**src/rtl/mem_arb_pkg.sv**
```systemverilog
// Shared types and constants for the memory port arbiter: FSM states, requester ids,
// latency counter width and the memory size codes.
package mem_arb_pkg;

    localparam int CNT_W = 4;

    typedef enum logic [1:0] {
        IDLE  = 2'd0,
        ISSUE = 2'd1,
        WAIT  = 2'd2,
        RESP  = 2'd3
    } state_e;

    typedef enum logic {
        REQ_IFU = 1'b0,
        REQ_LSU = 1'b1
    } req_id_e;

    // Size codes carried on the low nibble of the byte-code bus.
    localparam logic [3:0] MEM_BYT_1_S = 4'd1;
    localparam logic [3:0] MEM_BYT_1_U = 4'd2;
    localparam logic [3:0] MEM_BYT_2_S = 4'd3;
    localparam logic [3:0] MEM_BYT_2_U = 4'd4;
    localparam logic [3:0] MEM_BYT_4_S = 4'd5;
    localparam logic [3:0] MEM_BYT_4_U = 4'd6;
    localparam logic [3:0] MEM_BYT_8   = 4'd7;

    function automatic logic is_misaligned(input logic [2:0] addr_lo, input logic [3:0] byt);
        logic bad;
        bad = 1'b0;
        case (byt)
            MEM_BYT_2_S, MEM_BYT_2_U: bad = addr_lo[0];
            MEM_BYT_4_S, MEM_BYT_4_U: bad = |addr_lo[1:0];
            MEM_BYT_8:                bad = |addr_lo;
            default:                  bad = 1'b0;
        endcase
        return bad;
    endfunction

endpackage

```
**src/rtl/mem_port_arbiter_if.sv**
```systemverilog
// Request, response and memory-side signals of the shared memory port.
// slave is the arbiter's view; master is the requester/memory environment.
interface mem_port_arbiter_if #(
    parameter int DATA_WIDTH = 64
);
    logic                  ifu_valid;
    logic                  ifu_ready;
    logic [DATA_WIDTH-1:0] ifu_addr;
    logic                  ifu_resp_valid;
    logic [DATA_WIDTH-1:0] ifu_rd_data;

    logic                  lsu_valid;
    logic                  lsu_ready;
    logic                  lsu_wr_en;
    logic [DATA_WIDTH-1:0] lsu_addr;
    logic [DATA_WIDTH-1:0] lsu_wr_data;
    logic [DATA_WIDTH-1:0] lsu_wr_byt;
    logic                  lsu_resp_valid;
    logic [DATA_WIDTH-1:0] lsu_rd_data;
    logic                  lsu_err;

    logic                  mem_rd_en;
    logic                  mem_wr_en;
    logic [DATA_WIDTH-1:0] mem_addr;
    logic [DATA_WIDTH-1:0] mem_wr_data;
    logic [DATA_WIDTH-1:0] mem_wr_byt;
    logic [DATA_WIDTH-1:0] mem_rd_data;

    modport slave (
        input  ifu_valid, ifu_addr,
        input  lsu_valid, lsu_wr_en, lsu_addr, lsu_wr_data, lsu_wr_byt,
        input  mem_rd_data,
        output ifu_ready, ifu_resp_valid, ifu_rd_data,
        output lsu_ready, lsu_resp_valid, lsu_rd_data, lsu_err,
        output mem_rd_en, mem_wr_en, mem_addr, mem_wr_data, mem_wr_byt
    );

    modport master (
        output ifu_valid, ifu_addr,
        output lsu_valid, lsu_wr_en, lsu_addr, lsu_wr_data, lsu_wr_byt,
        output mem_rd_data,
        input  ifu_ready, ifu_resp_valid, ifu_rd_data,
        input  lsu_ready, lsu_resp_valid, lsu_rd_data, lsu_err,
        input  mem_rd_en, mem_wr_en, mem_addr, mem_wr_data, mem_wr_byt
    );
endinterface

```
**src/rtl/mem_arb_rr_picker.sv**
```systemverilog
// Two-way round-robin picker: on a tie the requester not granted last wins.
module mem_arb_rr_picker
    import mem_arb_pkg::*;
(
    input  logic       ifu_valid,
    input  logic       lsu_valid,
    input  req_id_e    last_grant,
    output logic [1:0] grant
);
    assign grant[0] = ifu_valid && (!lsu_valid || last_grant == REQ_LSU);
    assign grant[1] = lsu_valid && (!ifu_valid || last_grant == REQ_IFU);
endmodule

```
**src/rtl/mem_port_arbiter.sv**
```systemverilog
// Shares one memory port between IFU (read-only) and LSU, one transaction at a time.
// Optional misaligned-LSU check enabled by defining MEM_ARB_ALIGN_CHK_EN.
module mem_port_arbiter
    import mem_arb_pkg::*;
#(
    parameter int MEM_LATENCY = 1,
    parameter int DATA_WIDTH  = 64
) (
    input  logic              clk,
    input  logic              rst,
    mem_port_arbiter_if.slave bus
);
    localparam logic [CNT_W-1:0] LAT_M1 = (MEM_LATENCY == 0) ? '0 : CNT_W'(MEM_LATENCY - 1);

    state_e                state_q;
    req_id_e               req_id_q;
    req_id_e               last_grant_q;
    logic                  we_q;
    logic [CNT_W-1:0]      cnt_q;
    logic                  mem_rd_en_q;
    logic                  mem_wr_en_q;
    logic [DATA_WIDTH-1:0] mem_addr_q;
    logic [DATA_WIDTH-1:0] mem_wr_data_q;
    logic [DATA_WIDTH-1:0] mem_wr_byt_q;
    logic                  ifu_resp_q;
    logic                  lsu_resp_q;
    logic                  lsu_err_q;
    logic [DATA_WIDTH-1:0] ifu_rd_data_q;
    logic [DATA_WIDTH-1:0] lsu_rd_data_q;

    logic [1:0] grant;
    logic       accept;
    logic       win_lsu;
    logic       lsu_store;
    logic       misaligned;
    logic       enter_resp;

    mem_arb_rr_picker u_picker (
        .ifu_valid (bus.ifu_valid),
        .lsu_valid (bus.lsu_valid),
        .last_grant(last_grant_q),
        .grant     (grant)
    );

    assign accept    = (state_q == IDLE) && (grant != 2'b00);
    assign win_lsu   = grant[1];
    assign lsu_store = win_lsu && bus.lsu_wr_en;

`ifdef MEM_ARB_ALIGN_CHK_EN
    assign misaligned = win_lsu && is_misaligned(bus.lsu_addr[2:0], bus.lsu_wr_byt[3:0]);
`else
    assign misaligned = 1'b0;
`endif

    assign enter_resp = (state_q == ISSUE && MEM_LATENCY == 0) ||
                        (state_q == WAIT && cnt_q == '0);

    assign bus.ifu_ready = (state_q == IDLE) && grant[0];
    assign bus.lsu_ready = (state_q == IDLE) && grant[1];

    // NOTE: the async reset also drops any in-flight transaction; no response is produced.
    always_ff @(posedge clk or posedge rst) begin
        if (rst) begin
            state_q       <= IDLE;
            req_id_q      <= REQ_IFU;
            last_grant_q  <= REQ_LSU;
            we_q          <= 1'b0;
            cnt_q         <= '0;
            mem_rd_en_q   <= 1'b0;
            mem_wr_en_q   <= 1'b0;
            mem_addr_q    <= '0;
            mem_wr_data_q <= '0;
            mem_wr_byt_q  <= '0;
            ifu_resp_q    <= 1'b0;
            lsu_resp_q    <= 1'b0;
            lsu_err_q     <= 1'b0;
            ifu_rd_data_q <= '0;
            lsu_rd_data_q <= '0;
        end else begin
            mem_rd_en_q <= 1'b0;
            mem_wr_en_q <= 1'b0;
            ifu_resp_q  <= 1'b0;
            lsu_resp_q  <= 1'b0;
            lsu_err_q   <= 1'b0;

            case (state_q)
                IDLE: begin
                    if (accept) begin
                        req_id_q      <= win_lsu ? REQ_LSU : REQ_IFU;
                        last_grant_q  <= win_lsu ? REQ_LSU : REQ_IFU;
                        we_q          <= lsu_store;
                        mem_addr_q    <= win_lsu ? bus.lsu_addr : bus.ifu_addr;
                        mem_wr_data_q <= lsu_store ? bus.lsu_wr_data : '0;
                        mem_wr_byt_q  <= win_lsu ? bus.lsu_wr_byt : '0;
                        if (misaligned) begin
                            state_q       <= RESP;
                            lsu_resp_q    <= 1'b1;
                            lsu_err_q     <= 1'b1;
                            lsu_rd_data_q <= '0;
                        end else begin
                            state_q     <= ISSUE;
                            mem_rd_en_q <= !lsu_store;
                            mem_wr_en_q <= lsu_store;
                        end
                    end
                end
                ISSUE: begin
                    cnt_q   <= LAT_M1;
                    state_q <= (MEM_LATENCY == 0) ? RESP : WAIT;
                end
                WAIT: begin
                    if (cnt_q == '0) state_q <= RESP;
                    else             cnt_q   <= cnt_q - 1'b1;
                end
                RESP: begin
                    state_q       <= IDLE;
                    we_q          <= 1'b0;
                    mem_addr_q    <= '0;
                    mem_wr_data_q <= '0;
                    mem_wr_byt_q  <= '0;
                end
                default: state_q <= IDLE;
            endcase

            // Read data is sampled on the edge that enters RESP.
            if (enter_resp) begin
                if (req_id_q == REQ_IFU) begin
                    ifu_resp_q    <= 1'b1;
                    ifu_rd_data_q <= bus.mem_rd_data;
                end else begin
                    lsu_resp_q    <= 1'b1;
                    lsu_rd_data_q <= we_q ? '0 : bus.mem_rd_data;
                end
            end
        end
    end

    assign bus.mem_rd_en      = mem_rd_en_q;
    assign bus.mem_wr_en      = mem_wr_en_q;
    assign bus.mem_addr       = mem_addr_q;
    assign bus.mem_wr_data    = mem_wr_data_q;
    assign bus.mem_wr_byt     = mem_wr_byt_q;
    assign bus.ifu_resp_valid = ifu_resp_q;
    assign bus.ifu_rd_data    = ifu_rd_data_q;
    assign bus.lsu_resp_valid = lsu_resp_q;
    assign bus.lsu_rd_data    = lsu_rd_data_q;
    assign bus.lsu_err        = lsu_err_q;

endmodule

```
**src/flat_wrapper.sv**
```systemverilog
// flat-port wrapper written by rule: the top's interface ports become plain ports
module mem_port_arbiter_flat import mem_arb_pkg::*;
#(
    parameter int MEM_LATENCY = 1,
    parameter int DATA_WIDTH  = 64
)
  (clk, rst, bus_ifu_valid, bus_ifu_addr, bus_lsu_valid, bus_lsu_wr_en, bus_lsu_addr, bus_lsu_wr_data, bus_lsu_wr_byt, bus_mem_rd_data, bus_ifu_ready, bus_ifu_resp_valid, bus_ifu_rd_data, bus_lsu_ready, bus_lsu_resp_valid, bus_lsu_rd_data, bus_lsu_err, bus_mem_rd_en, bus_mem_wr_en, bus_mem_addr, bus_mem_wr_data, bus_mem_wr_byt);
  mem_port_arbiter_if #(.DATA_WIDTH(DATA_WIDTH)) bus_i ();
  input  logic clk;
  input  logic rst;
  input wire logic [$bits(bus_i.ifu_valid)-1:0] bus_ifu_valid;
  input wire logic [$bits(bus_i.ifu_addr)-1:0] bus_ifu_addr;
  input wire logic [$bits(bus_i.lsu_valid)-1:0] bus_lsu_valid;
  input wire logic [$bits(bus_i.lsu_wr_en)-1:0] bus_lsu_wr_en;
  input wire logic [$bits(bus_i.lsu_addr)-1:0] bus_lsu_addr;
  input wire logic [$bits(bus_i.lsu_wr_data)-1:0] bus_lsu_wr_data;
  input wire logic [$bits(bus_i.lsu_wr_byt)-1:0] bus_lsu_wr_byt;
  input wire logic [$bits(bus_i.mem_rd_data)-1:0] bus_mem_rd_data;
  output wire logic [$bits(bus_i.ifu_ready)-1:0] bus_ifu_ready;
  output wire logic [$bits(bus_i.ifu_resp_valid)-1:0] bus_ifu_resp_valid;
  output wire logic [$bits(bus_i.ifu_rd_data)-1:0] bus_ifu_rd_data;
  output wire logic [$bits(bus_i.lsu_ready)-1:0] bus_lsu_ready;
  output wire logic [$bits(bus_i.lsu_resp_valid)-1:0] bus_lsu_resp_valid;
  output wire logic [$bits(bus_i.lsu_rd_data)-1:0] bus_lsu_rd_data;
  output wire logic [$bits(bus_i.lsu_err)-1:0] bus_lsu_err;
  output wire logic [$bits(bus_i.mem_rd_en)-1:0] bus_mem_rd_en;
  output wire logic [$bits(bus_i.mem_wr_en)-1:0] bus_mem_wr_en;
  output wire logic [$bits(bus_i.mem_addr)-1:0] bus_mem_addr;
  output wire logic [$bits(bus_i.mem_wr_data)-1:0] bus_mem_wr_data;
  output wire logic [$bits(bus_i.mem_wr_byt)-1:0] bus_mem_wr_byt;
  assign bus_i.ifu_valid = bus_ifu_valid;
  assign bus_i.ifu_addr = bus_ifu_addr;
  assign bus_i.lsu_valid = bus_lsu_valid;
  assign bus_i.lsu_wr_en = bus_lsu_wr_en;
  assign bus_i.lsu_addr = bus_lsu_addr;
  assign bus_i.lsu_wr_data = bus_lsu_wr_data;
  assign bus_i.lsu_wr_byt = bus_lsu_wr_byt;
  assign bus_i.mem_rd_data = bus_mem_rd_data;
  assign bus_ifu_ready = bus_i.ifu_ready;
  assign bus_ifu_resp_valid = bus_i.ifu_resp_valid;
  assign bus_ifu_rd_data = bus_i.ifu_rd_data;
  assign bus_lsu_ready = bus_i.lsu_ready;
  assign bus_lsu_resp_valid = bus_i.lsu_resp_valid;
  assign bus_lsu_rd_data = bus_i.lsu_rd_data;
  assign bus_lsu_err = bus_i.lsu_err;
  assign bus_mem_rd_en = bus_i.mem_rd_en;
  assign bus_mem_wr_en = bus_i.mem_wr_en;
  assign bus_mem_addr = bus_i.mem_addr;
  assign bus_mem_wr_data = bus_i.mem_wr_data;
  assign bus_mem_wr_byt = bus_i.mem_wr_byt;
  mem_port_arbiter #(.MEM_LATENCY(MEM_LATENCY), .DATA_WIDTH(DATA_WIDTH)) u_core (.clk(clk), .rst(rst), .bus(bus_i));
endmodule
```
**config.mk**
```make
export PLATFORM = sky130hd
export DESIGN_NAME = mem_port_arbiter_flat
export DESIGN_NICKNAME = d
export VERILOG_FILES = /design/src/rtl/mem_arb_pkg.sv /design/src/rtl/mem_port_arbiter_if.sv /design/src/rtl/mem_arb_rr_picker.sv /design/src/rtl/mem_port_arbiter.sv /design/src/flat_wrapper.sv
export SDC_FILE = /design/constraint.sdc
export NUM_CORES = 1
export LEC_CHECK = 0
export CAP_MARGIN = 20
export CORE_AREA = 2 2 255 257
export CTS_CLUSTER_SIZE = 12
export DETAILED_ROUTE_END_ITERATION = 10
export DIE_AREA = 0 0 257 259
export PLACE_DENSITY = 0.55
export SKIP_LAST_GASP = 1
export SYNTH_ARGS = -nofsm -noshare
export SYNTH_HDL_FRONTEND = slang
export SYNTH_SLANG_ARGS = --single-unit
```
**constraint.sdc**
```tcl
create_clock -name clk -period 12.99 [get_ports clk]
set_input_delay 2.598 -clock clk [delete_from_list [all_inputs] [get_ports clk]]
set_output_delay 2.598 -clock clk [all_outputs]
set_load 0.1 [all_outputs]
```
==> impl_metrics.env <==
export IMPL_critPathKind="in -> out"
export IMPL_multiInputGateArea_sq_mm=0.00455
export IMPL_whs_path_depth=1
export IMPL_antenna_found_initial=3
export IMPL_netlist_top_cells_count="dfrtp_1, mux2_2, a22o_1, mux2i_1, nor2b_1"
export IMPL_yosys_warnings=0
export IMPL_start_kind="input port"
export IMPL_syn_cell_area_sq_mm=0.0133
export IMPL_ant_nets=0
export IMPL_grt_pass1_wl_um=68300
export IMPL_seqCellArea_sq_mm=0.00834
export IMPL_setup_tns_final_ps=0
export IMPL_route_met3_wl_um=3030
export IMPL_core_area_sq_mm=0.0639
export IMPL_drt_initial_drc_count=418
export IMPL_drc_errors=0
export IMPL_place_hpwl_um=32200
export IMPL_synth_edff_count=0
export IMPL_diodes=0
export IMPL_drv_slew=0
export IMPL_clock_latency_ps=540
export IMPL_period_minus_slack_ps=7430
export IMPL_critPathCaptureType="primary output"
export IMPL_outcome="complete, no violations"
export IMPL_wl_per_cell_um=18.8
export IMPL_fillers=6223
export IMPL_top_layer="met5"
export IMPL_cts_max_level=2
export IMPL_postCtsSetupRepairBufs=0
export IMPL_post_route_util=0.343
export IMPL_place_inst=2350
export IMPL_drtPass1Iterations=6
export IMPL_grt_ovfl_total=0
export IMPL_netlist_instances=906
export IMPL_yosysTopAreaCellShare=0.624
export IMPL_vias=9995
export IMPL_r2r_cells=6
export IMPL_post_synth_top_count_cell="dfrtp_1"
export IMPL_syn2layout_area_growth_pct=64.5
export IMPL_hp_class="reg -> reg"
export IMPL_synth_top_area_cell="dfrtp_1"
export IMPL_cp_arrival_ps=4830
export IMPL_clk_pin_slew_ps=50
export IMPL_worst_path_max_fanout=14
export IMPL_clock_skew_ps=13.7
export IMPL_dieArea_sq_mm=0.0666
export IMPL_fin_cells=2420
export IMPL_period_share=0.572
export IMPL_maxCapViolations=0
export IMPL_clk_path_buf_depth=3
export IMPL_ys_types=35
export IMPL_grt_use_total=0.132
export IMPL_synth_ff_type="dfrtp_1"
export IMPL_ios=652
export IMPL_fin_nets=1869
export IMPL_clock_root_buffer="clkbuf_16"
export IMPL_grt_pass1_vias=10905
export IMPL_wl_met2_um=22600
export IMPL_drive_gt1_frac=0.135
export IMPL_finalHoldViolCount=0
export IMPL_postCtsHoldBufs=0
export IMPL_cts_made_buffers=40
export IMPL_chipWidth_um=257
export IMPL_start_util=0.208
export IMPL_cts_tree="yes"
export IMPL_rows=93
export IMPL_ys_seq_area_frac=0.626
export IMPL_drt_met1_wl_um=18600
export IMPL_io_buffers=650
export IMPL_timing_fmax_mhz=135
export IMPL_gp_congestion=0.801
export IMPL_async_reset_ff_frac=1.00
export IMPL_tightest_slew_ps=1080
export IMPL_dieHeight_um=259
export IMPL_cts_resized_gates=0
export IMPL_viasPerCell=4.13
export IMPL_synth_nets=1237
export IMPL_rsz0062_at_grt="no"
export IMPL_syn_avg_cell_area_sq_um=14.7
export IMPL_wirelength_um=45500
export IMPL_yosys_top_cells_area="dfrtp_1, mux2_2, a22o_1, mux2i_1, o2bb2ai_1"
export IMPL_grt_max_degree=194
export IMPL_max_slew_margin=0.276
export IMPL_ys_ff_latch=333
export IMPL_cp_required_ps=10390
export IMPL_finalSetupViolCount=0
export IMPL_clkSinkCount=333
path summary, 6_finish.rpt:
check                                                          to  slack, ps                         from
setup / recovery                                    bus_lsu_ready       5560                bus_lsu_valid
hold / removal                            u_core.we_q$_DFFE_PP0P_        480      u_core.we_q$_DFFE_PP0P_
setup reg to reg           u_core.bus.ifu_rd_data[13]$_DFFE_PP0P_      10270  u_core.cnt_q[0]$_DFFE_PP0P_
hold reg to reg                           u_core.we_q$_DFFE_PP0P_        480      u_core.we_q$_DFFE_PP0P_
max in group asynchronous  u_core.bus.mem_wr_data[28]$_DFFE_PP0P_       8060                          rst
min in group asynchronous   u_core.bus.mem_wr_byt[47]$_DFFE_PP0P_       2630                          rst
cell families (layout without fill, tap and decap cells):
group / after synthesis / count (layout) / synth area share
other cells: 1 / 1 / 0.000282
flops: 333 / 333 / 0.626
simple gates: 87 / 87 / 0.0408
buf+inv: 80 / 739 / 0.0349
fa+ha+maj: 6 / 6 / 0.00564
compound gates: 201 / 201 / 0.131
mux: 198 / 198 / 0.161
metrics by stage:
| step | worst slack [ps] | area (sq um) | hold slack (ps) |
|---|---|---|---|
| floorplan | 1170 | 13300 | 468 |
| global placement | 5560 | 20600 | 465 |
| detailed placement | 5550 | 20600 | 471 |
| CTS | 5540 | 21900 | 484 |
| global route | 5490 | 21900 | 502 |
| finish | 5560 | 21900 | 480 |
registers in the layout (all words and copies together) (netlist names):
signal,count
u_core.bus.ifu_rd_data,64
u_core.bus.lsu_rd_data,64
u_core.bus.mem_addr,64
u_core.bus.mem_wr_byt,64
u_core.bus.mem_wr_data,64
u_core.cnt_q,4
u_core.state_q,2
u_core.bus.ifu_resp_valid,1
u_core.bus.lsu_resp_valid,1
u_core.bus.mem_rd_en,1
u_core.bus.mem_wr_en,1
u_core.last_grant_q,1
u_core.req_id_q,1
u_core.we_q,1
routing by layer:
layer / track usage / vias to the layer above
li1: - / 4586
met1: 0.159 / 4948
met2: 0.226 / 379
met3: 0.0384 / 76
met4: 0.0409 / 6
met5: 0 / -
placed cells by master, fill, tap and decap left out, types with 2 or more instances in the layout:
| cell type | n |
|---|---|
| clkdlybuf4s50_1 | 649 |
| mux2_2 | 129 |
| buf_4 | 11 |
| clkbuf_8 | 9 |
| nand2_1 | 4 |
| a21oi_1 | 2 |
| clkinv_2 | 5 |
| dfrtp_1 | 331 |
| mux2i_1 | 69 |
| inv_6 | 2 |
| clkbuf_16 | 41 |
| nor2b_1 | 65 |
| nor2_1 | 3 |
| inv_1 | 7 |
| nand2b_1 | 3 |
| a22o_1 | 128 |
| clkbuf_1 | 10 |
| ha_1 | 6 |
| o2bb2ai_1 | 64 |
area by class of cell:
cell class,count,share of cell area
inverters,8,0.00171
clock buffers,60,0.0542
flip-flops and latches,333,0.381
repair buffers,662,0.303
multi-input cells,493,0.208
well taps,855,0.0489
clock inverters,9,0.00366
critical path: stages:
cell             delay, ps
clkdlybuf4s50_1        560
a21bo_4                340
nor2_1                 160
clkdlybuf4s50_1       1170
Power is not shown: default switching activity piles up to over one toggle a cycle in this logic, so the estimate is an artifact.
